<file path="config.mk">
export PLATFORM = sky130hd
export DESIGN_NAME = lc3_seq_alu
export DESIGN_NICKNAME = d
export VERILOG_FILES = /design/src/rtl/lc3_seq_alu.sv
export SDC_FILE = /design/constraint.sdc
export NUM_CORES = 1
export LEC_CHECK = 0
export ABC_AREA = 1
export CORE_ASPECT_RATIO = 0.8
export CORE_MARGIN = 4
export CORE_UTILIZATION = 55
export CTS_CLUSTER_SIZE = 30
export DETAILED_ROUTE_END_ITERATION = 12
export PLACE_DENSITY_LB_ADDON = 0.1
export SYNTH_ARGS = -nofsm -noshare
export SYNTH_HDL_FRONTEND = slang
export SYNTH_SLANG_ARGS = --single-unit
</file>
<file path="constraint.sdc">
create_clock -name Clk -period 7.05 [get_ports Clk]
set_input_delay 1.0575 -clock Clk [delete_from_list [all_inputs] [get_ports Clk]]
set_output_delay 1.0575 -clock Clk [all_outputs]
set_load 0.02 [all_outputs]
</file>
<file path="src/rtl/lc3_seq_alu.sv">
// lc3_seq_alu: multi-cycle LC-3 style ALU.
//   ADD/AND/NOT/PASS complete in one cycle. SHL/SHR/SRA shift one bit per
//   clock. MUL is a WIDTH-step shift-add. Start is accepted only while idle.
//   Result and NZP are registered together and change only on a Done edge.
// Ports:
//   Clk, Reset            clock, synchronous active-high reset
//   Start                 request pulse, sampled when Busy=0
//   ALUK                  operation select
//   SR2MUX, Imm           B operand select / immediate (sign-extended)
//   SR1_Data, SR2_Data    A and B operands
//   Result, NZP           registered result and its {N,Z,P} flags
//   Busy                  iterative operation in progress
//   Done                  one-cycle pulse, Result/NZP valid
module lc3_seq_alu #(
  parameter int WIDTH   = 16,
  parameter int IMM_W   = 5,
  parameter int SHAMT_W = 4
) (
  input  logic               Clk,
  input  logic               Reset,
  input  logic               Start,
  input  logic [2:0]         ALUK,
  input  logic               SR2MUX,
  input  logic [IMM_W-1:0]   Imm,
  input  logic [WIDTH-1:0]   SR1_Data,
  input  logic [WIDTH-1:0]   SR2_Data,
  output logic [WIDTH-1:0]   Result,
  output logic               Busy,
  output logic               Done,
  output logic [2:0]         NZP
);

  typedef enum logic [1:0] {IDLE, SHIFT, MUL} state_t;

  state_t state, state_nxt;

  logic [WIDTH-1:0]   b_in;
  logic [SHAMT_W-1:0] shamt;
  logic               accept;
  logic               is_shift;
  logic               is_mul;
  logic               go_iter;
  logic [WIDTH-1:0]   single_res;

  // Iteration working registers: acc holds the shifting value or the
  // product accumulator; Result stays untouched until the final edge.
  logic [WIDTH-1:0]   acc;
  logic [WIDTH-1:0]   mcand;
  logic [WIDTH-1:0]   mplier;
  logic [1:0]         shift_kind;
  logic [SHAMT_W-1:0] cnt;

  logic [WIDTH-1:0]   shift_nxt;
  logic [WIDTH-1:0]   mul_nxt;
  logic               last;
  logic               res_we;
  logic [WIDTH-1:0]   res_val;

  function automatic logic [WIDTH-1:0] shift_one(input logic [WIDTH-1:0] v,
                                                 input logic [1:0]       kind);
    logic signed [WIDTH-1:0] sv;
    sv = v;
    case (kind)
      2'b00:   return v << 1;
      2'b01:   return v >> 1;
      default: return $unsigned(sv >>> 1);
    endcase
  endfunction

  function automatic logic [2:0] nzp_of(input logic [WIDTH-1:0] v);
    if (v == '0)          return 3'b010;
    else if (v[WIDTH-1])  return 3'b100;
    else                  return 3'b001;
  endfunction

  assign b_in     = SR2MUX ? {{(WIDTH-IMM_W){Imm[IMM_W-1]}}, Imm} : SR2_Data;
  assign shamt    = b_in[SHAMT_W-1:0];
  assign Busy     = (state != IDLE);
  assign accept   = Start && (state == IDLE);
  assign is_mul   = (ALUK == 3'b111);
  assign is_shift = ALUK[2] && !is_mul;
  // A zero-distance shift is finished immediately and behaves as PASS.
  assign go_iter  = is_mul || (is_shift && (shamt != '0));

  always_comb begin
    single_res = SR1_Data;
    case (ALUK)
      3'b000:  single_res = SR1_Data + b_in;
      3'b001:  single_res = SR1_Data & b_in;
      3'b010:  single_res = ~SR1_Data;
      default: single_res = SR1_Data;
    endcase
  end

  assign shift_nxt = shift_one(acc, shift_kind);
  assign mul_nxt   = acc + (mplier[0] ? mcand : '0);
  assign last      = (cnt == '0);

  always_comb begin
    state_nxt = state;
    res_we    = 1'b0;
    res_val   = single_res;
    case (state)
      IDLE: begin
        if (accept) begin
          if (is_mul)       state_nxt = MUL;
          else if (go_iter) state_nxt = SHIFT;
          else              res_we    = 1'b1;
        end
      end
      SHIFT: begin
        res_val = shift_nxt;
        if (last) begin
          res_we    = 1'b1;
          state_nxt = IDLE;
        end
      end
      MUL: begin
        res_val = mul_nxt;
        if (last) begin
          res_we    = 1'b1;
          state_nxt = IDLE;
        end
      end
      default: state_nxt = IDLE;
    endcase
  end

  always_ff @(posedge Clk) begin
    if (Reset) begin
      state  <= IDLE;
      Done   <= 1'b0;
      Result <= '0;
      NZP    <= 3'b010;
    end else begin
      state <= state_nxt;
      Done  <= res_we;
      if (res_we) begin
        Result <= res_val;
        NZP    <= nzp_of(res_val);
      end
    end
  end

  // Operand capture on the accepting edge, then one step per edge.
  always_ff @(posedge Clk) begin
    case (state)
      IDLE: begin
        if (accept) begin
          acc        <= is_mul ? '0 : SR1_Data;
          mcand      <= SR1_Data;
          mplier     <= b_in;
          shift_kind <= ALUK[1:0];
          cnt        <= is_mul ? SHAMT_W'(WIDTH - 1) : shamt - 1'b1;
        end
      end
      SHIFT: begin
        acc <= shift_nxt;
        cnt <= cnt - 1'b1;
      end
      MUL: begin
        acc    <= mul_nxt;
        mcand  <= mcand << 1;
        mplier <= mplier >> 1;
        cnt    <= cnt - 1'b1;
      end
      default: ;
    endcase
  end

endmodule

</file>
==> key figures, run 1 <==
Outcome
  – Status: finished clean

Logic synthesis
  – Mapped Cells: slightly above 1000
  – Syn nets: 1096
  – Ys Warns: 0
  – Synth cell count leaders: nand2_1 (336), inv_1 (168), nor2_1 (85)
  – Number of synthesized flops with an enable pin: 54
  – Synthesized cell area: between 6000 and 7000 µm²
  – Biggest area consumer among synthesized cells: edfxtp_1
  – Fraction of registers with async set/reset: 0%
  – Synth Register Bits: 76
  – Synthesized area per cell: between 6 and 7 µm²
  – Ys flop type: edfxtp_1
  – Seq/Total Area, Yosys: between 30% and 40%
  – Area fraction of the dominant cell type after synthesis: about a quarter
  – Largest cells by area after synthesis: edfxtp_1 (25%), nand2_1 (19%), inv_1 (9.7%)
  – Most instantiated library cell after synthesis: nand2_1
  – Yosys cell types: 40

Place
  – Placed instance count: 1200
  – HPWL reported at the end of detailed placement: ~15 mm
  – Buffers on Ports: 64
  – Routability cong.: between 1 and 1.5

Routing
  – Starting DRT DRC Count: around 1100
  – WL final: 19.66 mm
  – Vias per cell: roughly 5.6
  – Final ANT Viol Nets: 0
  – First-pass DRT Iterations: 6
  – DRC Markers: 0
  – Wirelength per Cell: between 15 and 20 µm
  – DR vias: between 6000 and 7000

Die
  – Die area: about 14000 µm²
  – Ports: 65
  – Die Ht: about 110 µm
  – Initial core utilization: 56.35%
  – Die X: ~130 µm
  – Core Region: ~12000 µm²
  – FP Rows: 35

Clock tree
  – Total clock sinks: between 70 and 80
  – Root Driver: clkbuf_16
  – Hold buffers post-CTS: 0
  – Total CTS buffers: 9
  – H-Tree Depth: 3
  – Post-CTS sizing: 0
  – Worst-Skew Late Latency: approximately 0.34 ns
  – TritonCTS clock tree: done
  – Max clock buf depth: 2
  – Clock slew at reported path FFs: 0.06 ns
  – Post-CTS Setup Inserts: 0

Timing
  – Final hold violation count: 0
  – Fmax: around 0.22 GHz
  – Tcrit/Tclk final: between 60% and 70%
  – Final Skew: roughly 0.011 ns
  – Post-layout min period: ~4.4 ns
  – RSZ-0062 raised after global routing: false
  – Final setup vio count: 0
  – Relative slew slack: ~30%
  – Final Slew Violations: 0
  – Worst slew pin tran: 1.044 ns
  – Fin Setup TNS: 0 ns

Setup path
  – Crit path kind: input port to flop
  – Worst reg2reg path startpoint: state[0]
  – Slowest cell delay on critical path: 0.53 ns
  – Crit path launch: SR2MUX
  – Most common cell type on the critical path: nand2_1
  – FF-to-FF End: NZP[0]
  – Reg2reg setup slack: 3.69 ns
  – Crit path capture: NZP[0]
  – Arr. time, crit path: about 4.7 ns
  – Crit-path slowest cell: clkdlybuf4s50_1
  – Worst Reg-to-Reg Cells: 17
  – Startpoint Class: input port
  – Worst Path Max Fanout: 16
  – Critical-path cell list: clkdlybuf4s50_1, inv_2, or2_2, o21ai_0, inv_1, ha_1, inv_1, fa_1, inv_1, nand3_1, nand2_1, nand3_1, nand3_1, nand2_1, nand3_1, nand2_1, nand2_1, nand2_1, inv_1, nand2_1, nor2_1, nand2_1, nand2_1, a21oi_2
  – Data required, critical path: ~7.3 ns
  – Critical Path Sink Type: flop

Final layout
  – Share of layout cells above drive strength 1: about 4.4%
  – Nets: around 1100
  – Final Non-Filler Cells: ~1200
  – Antenna cells: 0
  – Area Overhead vs Synth: 16.52%

Global route
  – GR peak layer: met1
  – Grt met3 use: a little under a tenth
  – Global-route track usage on met2: 40.72%
  – Grt ovf: 0
  – Met1 GRT Util: 45.07%
  – Vias in the first global route: roughly 6100
  – Initial antenna violation count: 0
  – First-pass GRT wire length: 31.60 mm
  – Gr usage total: 29.41%
  – Pin count of the biggest net entering global routing: 55

Hold path
  – HP Class: flop to flop

Flow run
  – # Max-Cap Violations: 0

Power
  – Pleak: 3.855 nW
  – Worst vdd ir: ~0.00024 V
  – Pwr dens: around 360 nW/µm²
  – Power, Total: ~0.0027 W
## cell usage in the layout (no fill, tap or decap), types with 2 or more instances in the layout
master           Yosys  layout
clkdlybuf4s50_1      0      64
clkbuf_16            0      13
a21oi_2              4       4
a31oi_1             15      15
fa_1                 2       2
o22ai_1              6       6
and2_1               5       5
nand2_1            336     336
xor2_1               3       3
inv_6                0       2
clkinv_1             2       2
o211ai_1             6       6
nor2_1              85      85
a211oi_1             2       2
o21ai_2              2       3
edfxtp_1            54      54
o21ai_1              7       7
o21bai_1             2       2
dfxtp_1             22      22
inv_2                7       7
o21ai_0             74      73
a21oi_1             49      49
buf_4                0       5
nand2_4              2       2
a22oi_1              2       2
nand4_1              7       7
clkinv_4             1       2
or2_2                3       3
nand3_1             62      62
inv_1              168     168
nor3_1               2       2
nand3b_1             6       6
nor2_2               2       2
ha_1                38      38
nand2_2              2       2
## power breakdown
group | internal, W | switching [W]
clock network | 0.000328 | 0.000197
registers | 0.000697 | 0.0000956
logic | 0.000462 | 0.000943
## cells by family (layout without fill, tap and decap cells)
group | Yosys count | in the layout | share of synthesized area [%]
AO/OA/AOI/OAI | 172 | 172 | 14.84
XOR/XNOR | 3 | 3 | 0.4049
adder cells (fa/ha/maj) | 40 | 40 | 7.943
buffers and inverters | 207 | 263 | 12.63
flip-flops | 76 | 76 | 31.77
AND/OR/NAND/NOR | 514 | 514 | 32.41
## stage by stage
stage / worst slack [ns] / cell area (µm²) / hold WS [ns] / utilization, %
detailed placement: 2.417 / 7211 / 0.4717 / 62.61
CTS: 2.727 / 7562 / 0.4907 / 65.66
global route: 2.226 / 7562 / 0.5198 / 65.66
floorplan: 3.184 / 6490 / 0.5000 / -
finish: 2.602 / 7562 / 0.4879 / 65.66
global placement: 2.433 / 7211 / 0.4820 / 62.61
## worst min path at each step
stage          depth (start not counted)        end  slack [ns]      start
4_1_cts                                2     NZP[2]        0.49     NZP[2]
5_1_grt                                2     NZP[0]        0.52     NZP[0]
6_report                               2     NZP[0]        0.49     NZP[0]
3_5_place_dp                           2     NZP[2]        0.47     NZP[2]
2_1_floorplan                          2  mplier[0]        0.50  mplier[1]
3_3_place_gp                           2     NZP[2]        0.48     NZP[2]
## flip-flops by register name, summed over array words and instances (netlist names)
register,count
shift_kind,2
state,2
cnt,4
Result,16
mcand,16
acc,16
NZP,3
Done,1
mplier,16
## routing by layer
metal,wire length (µm),vias up
li1,-,3334
met1,8856,3009
met2,7905,399
met3,2544,37
met4,353,0
met5,0,-
## final cells by class
type	instances	area [µm²]
Clock buffer	13	325.3
Timing Repair Buffer	69	678.2
Clock inverter	3	26.28
Multi-Input combinational cell	729	3612
Tap cell	148	185.2
Sequential cell	76	2062
Inverter	178	673.1
Fill cell	1048	3955
## worst max-delay path: cells and delay by family
family | cells | cell delay (ns)
fa+ha+maj | 2 | 0.68
buf+inv | 6 | 1.30
compound gates | 2 | 0.25
simple gates | 14 | 1.36
Power figures use the tool's default switching activity.
==> run 2: changes to the inputs <==
Clock period 7.05 ns to 4.1 ns, I/O delays scaled along.
==> key figures, run 2 (synthesized netlist as in run 1, its figures left out) <==
Global route
  – Gr usage total: 29.48% (+0.070 points)
  – Vias in the first global route: 6090 (+0.48%)
  – Grt ovf: 0 (unchanged)
  – Pin count of the biggest net entering global routing: 54 (-1.8%)
  – Initial antenna violation count: 0 (unchanged)
  – First-pass GRT wire length: 31.68 mm (+0.26%)

Timing
  – Post-layout min period: between 3 and 4 ns
  – Tcrit/Tclk final: approximately 90%
  – Fin Setup TNS: 0 ns (unchanged)
  – Final Skew: 0.01165 ns (+0.0002519 ns)
  – Final Slew Violations: 0 (unchanged)
  – RSZ-0062 raised after global routing: false
  – Fmax: 0.2711 GHz
  – Relative slew slack: 41.62% (+12 points)
  – Final setup vio count: 0 (unchanged)
  – Setup slack after layout: 0.4116 ns (-2.190 ns)
  – Final hold violation count: 0 (unchanged)
  – Worst slew pin tran: 0.8725 ns (-0.1718 ns)

Clock tree
  – H-Tree Depth: 3 (unchanged)
  – Post-CTS Setup Inserts: 0 (unchanged)
  – Root Driver: clkbuf_16
  – Total clock sinks: 76 (unchanged)
  – Worst-Skew Late Latency: 0.34 ns (about the same)
  – TritonCTS clock tree: done
  – Post-CTS sizing: 0 (unchanged)
  – Max clock buf depth: 2 (unchanged)
  – Clock slew at reported path FFs: 0.07 ns (about the same)
  – Hold buffers post-CTS: 0 (unchanged)
  – Total CTS buffers: 9 (unchanged)

Place
  – Buffers on Ports: 64 (unchanged)
  – Routability cong.: 0.9561 (-5.8%)
  – HPWL reported at the end of detailed placement: 15.48 mm (+2.9%)
  – Place WS: 0.1712 ns (-2.246 ns)

Routing
  – WL final: 19.80 mm (+0.73%)
  – Starting DRT DRC Count: 888 (-16%)
  – Final ANT Viol Nets: 0 (unchanged)
  – DRC Markers: 0 (unchanged)
  – First-pass DRT Iterations: 5 (-1)
  – Vias per cell: 5.533 (-0.75%)
  – DR vias: 6767 (-0.18%)
  – Wirelength per Cell: 16.19 µm (+0.16%)

Final layout
  – Area Overhead vs Synth: 16.33%
  – Nets: 1154 (+0.61%)
  – Filler cells: 1075 (+2.6%)
  – Antenna cells: 0 (unchanged)
  – Register area: 2062 µm² (unchanged)
  – Share of layout cells above drive strength 1: 5.023% (+0.62 points)
  – Footprint of the multi-input gates: 3612 µm² (unchanged)
  – Commonest non-fill, non-tap cell in the layout: nand2_1
  – Most frequent cells in the layout: nand2_1 (336), inv_1 (168), nor2_1 (85)

Setup path
  – Most common cell type on the critical path: nand2_1
  – Reg2reg setup slack: 1.06 ns (-2.63 ns)
  – Crit-path slowest cell: clkdlybuf4s50_1
  – Critical-path cell list: clkdlybuf4s50_1, nand2_1, buf_4, nand2_1, ha_1, nand2_1, nor2_1, and2_1, nand2_1, nand2_1, nand2_1, nand3_1, nand2_1, nand2_1, nand2_1, inv_1, nand2_1, nor2_1, nand2_1, nand2_1, a21oi_2
  – Worst Path Max Fanout: 13 (-3)
  – Critical Path Sink Type: flop
  – Buf/Inv on CP: 3 (-3)
  – Startpoint Class: input port
  – Crit path kind: input port to flop
  – Data required, critical path: 4.31 ns (-2.95 ns)
  – Arr. time, crit path: 3.90 ns (-0.76 ns)
  – Slowest cell delay on critical path: 0.51 ns (-0.02 ns)
  – Critical path's top delay family: simple AND/OR/NAND/NOR gates

Die
  – Die X: 129.5 µm (unchanged)
  – Die area: 13610 µm² (unchanged)
  – Initial core utilization: 56.35% (unchanged)
  – Die Ht: 105.2 µm (unchanged)
  – FP Rows: 35 (unchanged)
  – Ports: 65 (unchanged)
  – Core Region: 11520 µm² (unchanged)

Power
  – Pwr dens: 604.3 nW/µm² (+68%)
  – Worst vdd ir: 0.0005228 V (+120%)
  – Pleak: 3.860 nW (+0.11%)
  – Power, Total: 0.004562 W (+68%)

Hold path
  – HP Class: flop to flop

Flow run
  – # Max-Cap Violations: 0 (unchanged)

Outcome
  – Status: finished clean
==> run 2: per-layer routing <==
layer	routed length [µm]	global-route usage (%)
met2	7926	40.27
met4	245	6.454
met5	0	0
met3	2498	7.256
met1	9132	46.48
==> run 2: final cells by class <==
type                       instances  area share [%]
inverter                         178           8.916
tap                              148           2.453
clock buffer                       9           2.983
clock inverter                     7          0.8121
sequential                        76           27.31
timing repair buffer              76           9.678
multi-input combinational        729           47.85
==> run 2: power by group <==
| group | internal (W) | switching [W] | leakage (nW) |
|---|---|---|---|
| clock | 0.000426 | 0.000351 | 0.144 |
| sequential | 0.00120 | 0.000163 | 0.713 |
| combinational | 0.000801 | 0.00162 | 3.00 |
| total | 0.00242 | 0.00214 | 3.86 |
==> run 2: worst register-to-register path: cells and delay by family (launching register included) <==
family,cells,cell delay (ns)
fa+ha+maj,2,0.73
flops,1,0.66
simple gates,13,1.38
compound gates,1,0.05
buf+inv,2,0.13
==> run 2: final timing paths <==
kind / from / depth (start not counted) / endpoint
setup / recovery: SR2MUX / 21 / NZP[0]
hold / removal: NZP[0] / 2 / NZP[0]
setup reg to reg: mplier[0] / 18 / NZP[0]
hold reg to reg: NZP[0] / 2 / NZP[0]
==> run 2: through the flow <==
step | std cells | instance area, µm² | hold WS (ns) | util (%)
after floorplan | 1012 | 6490 | 0.5000 | -
after global placement | 1207 | 7263 | 0.4865 | 63.06
after detailed placement | 1207 | 7263 | 0.4785 | 63.06
after CTS | 1223 | 7550 | 0.4986 | 65.55
after global routing | 1223 | 7550 | 0.5260 | 65.55
final | 1223 | 7550 | 0.5001 | 65.55
==> run 3: changes to the inputs <==
Settings changed: CAP_MARGIN set to 15, CORE_UTILIZATION 55 to 40, CTS_CLUSTER_SIZE 30 to not set.
==> key figures, run 3 (synthesized netlist as in run 1, its figures left out) <==
Place
  – Routability cong.: 0.9500 (-0.64%)
  – HPWL reported at the end of detailed placement: 16.75 mm (+8.2%)
  – Buffers on Ports: 64 (unchanged)
  – Place WS: 0.1791 ns (+0.007831 ns)

Die
  – Die area: 18340 µm² (+35%)
  – Core Region: 15850 µm² (+38%)
  – Die Ht: 121.9 µm (+16%)
  – FP Rows: 41 (+17%)
  – Ports: 65 (unchanged)
  – Die X: 150.4 µm (+16%)
  – Initial core utilization: 40.94% (-15 points)

Clock tree
  – H-Tree Depth: 3 (unchanged)
  – Max clock buf depth: 2 (unchanged)
  – Total clock sinks: 76 (unchanged)
  – Root Driver: clkbuf_16
  – Post-CTS Setup Inserts: 0 (unchanged)
  – Post-CTS sizing: 0 (unchanged)
  – Clock slew at reported path FFs: 0.07 ns (about the same)
  – Hold buffers post-CTS: 0 (unchanged)
  – Total CTS buffers: 9 (unchanged)
  – TritonCTS clock tree: done
  – Worst-Skew Late Latency: 0.35 ns (about the same)

Power
  – Sw frac: 46.44% (-0.42 points)
  – Internal Power: 0.002525 W (+4.1%)
  – Total net switching power: 0.002189 W (+2.4%)
  – Clock network power share: 18.5% (+1.5 points)
  – Seq pwr share: 29.0% (-0.8 points)
  – Pleak: 3.882 nW (+0.59%)
  – Pwr dens: 613.1 nW/µm² (+1.4%)
  – Worst vdd ir: 0.0004637 V (-11%)
  – Comb power frac: 52.5% (-0.7 points)

Timing
  – Setup slack after layout: 0.4555 ns (+0.04384 ns)
  – Relative slew slack: 34.70% (-6.9 points)
  – Final Slew Violations: 0 (unchanged)
  – Final hold violation count: 0 (unchanged)
  – Final Skew: 0.006420 ns (-0.005232 ns)
  – Tcrit/Tclk final: 88.89% (-1.1 points)
  – Fin Setup TNS: 0 ns (unchanged)
  – Fmax: 0.2744 GHz (+1.2%)
  – Post-layout min period: 3.645 ns (-0.04384 ns)
  – Worst slew pin tran: 0.9784 ns (+0.1059 ns)
  – RSZ-0062 raised after global routing: false
  – Final setup vio count: 0 (unchanged)

Setup path
  – Slowest cell delay on critical path: 0.51 ns (about the same)
  – Startpoint Class: input port
  – Most common cell type on the critical path: nand2_1
  – Arr. time, crit path: 3.87 ns (-0.03 ns)
  – Critical-path cell list: clkdlybuf4s50_1, inv_2, or2_2, o21ai_0, inv_1, ha_1, inv_1, fa_1, inv_1, nand3_1, nand2_1, nand3_1, nand3_1, nand2_1, nand3_1, nand2_1, nand2_1, nand2_1, inv_1, nand2_1, nor2_1, nand2_1, nand2_1, a21oi_2
  – Crit path kind: input port to flop
  – Worst Path Max Fanout: 16 (+3)
  – Critical Path Sink Type: flop
  – Crit-path slowest cell: clkdlybuf4s50_1
  – Data required, critical path: 4.32 ns (about the same)

Routing
  – Starting DRT DRC Count: 610 (-31%)
  – Wirelength per Cell: 16.73 µm (+3.3%)
  – Vias per cell: 5.205 (-5.9%)
  – DR vias: 6720 (-0.69%)
  – First-pass DRT Iterations: 5 (unchanged)
  – Final ANT Viol Nets: 0 (unchanged)
  – WL final: 21.60 mm (+9.0%)
  – DRC Markers: 0 (unchanged)

Final layout
  – Final Util: 48.50% (-17 points)
  – Most frequent cells in the layout: nand2_1 (336), inv_1 (168), nor2_1 (84)
  – Nets: 1155 (+0.087%)
  – Area Overhead vs Synth: 18.47%
  – Antenna cells: 0 (unchanged)
  – Commonest non-fill, non-tap cell in the layout: nand2_1
  – Filler cells: 1671 (+55%)
  – Share of layout cells above drive strength 1: 5.204% (+0.18 points)

Global route
  – Grt ovf: 0 (unchanged)
  – Vias in the first global route: 6259 (+2.8%)
  – Pin count of the biggest net entering global routing: 54 (unchanged)
  – Grt met3 use: 5.764% (-1.5 points)
  – Global-route track usage on met2: 34.33% (-5.9 points)
  – GR peak layer: met1
  – First-pass GRT wire length: 33.71 mm (+6.4%)
  – Initial antenna violation count: 0 (unchanged)
  – Met1 GRT Util: 35.55% (-11 points)
  – Gr usage total: 23.96% (-5.5 points)

Outcome
  – Status: finished clean

Flow run
  – # Max-Cap Violations: 0 (unchanged)

Hold path
  – HP Class: flop to flop
-- run 3: cell types whose count changed in the layout (fill, tap and decap cells not counted), sizes merged --
cell / previous run / this run
clkbuf: 9 / 12
clkinvlp: 0 / 1
inv: 182 / 178
buf: 12 / 13
-- run 3: power by group through the flow --
stage | Sequential, W | Combinational [W] | Clock [W]
final | 0.00137 | 0.00248 | 0.000872
after global routing | 0.00139 | 0.00278 | 0.000914
after CTS | 0.00137 | 0.00245 | 0.000878
after detailed placement | 0.00138 | 0.00244 | 0
after global placement | 0.00138 | 0.00244 | 0
after floorplan | 0.00139 | 0.00166 | 0
-- run 3: cell type report --
class                           count  area [µm²]  share of cell area (%)
Tap cell                          215       269.0                   3.499
Clock inverter                      4       31.28                  0.4068
Inverter                          178       673.1                   8.755
Clock buffer                       12       300.3                   3.906
Timing Repair Buffer               77       738.2                   9.601
Multi-Input combinational cell    729        3615                   47.01
Sequential cell                    76        2062                   26.82
-- run 3: final timing paths --
| path | from | to | slack (ns) | cells past startpoint |
|---|---|---|---|---|
| min | NZP[2] | NZP[2] | 0.49 | 2 |
| max reg2reg | mplier[0] | NZP[0] | 1.05 | 22 |
| min reg2reg | NZP[2] | NZP[2] | 0.49 | 2 |
| max | SR2MUX | NZP[0] | 0.46 | 24 |
-- run 3: through the flow --
stage | instance area, µm² | power, W | hold WS, ns | std cells
floorplan | 6490 | 0.003045 | 0.5000 | 1012
global placement | 7357 | 0.003818 | 0.4705 | 1275
detailed placement | 7357 | 0.003816 | 0.4723 | 1275
CTS | 7689 | 0.004698 | 0.4947 | 1291
global route | 7689 | 0.005086 | 0.5440 | 1291
finish | 7689 | 0.004714 | 0.4918 | 1291
-- run 3: layer usage --
metal,part of all wire (%),wire (µm)
met3,8.0,1721
met4,2.0,435
met2,40,8677
met5,0,0
met1,50,10760
-- run 3: worst max-delay path: cells and delay by family --
kind / cells / cell delay [ns]
AOI/OAI and AO/OA: 2 / 0.16
and+or+nand+nor: 14 / 1.23
buffers and inverters: 6 / 1.22
adders and majority gates: 2 / 0.66
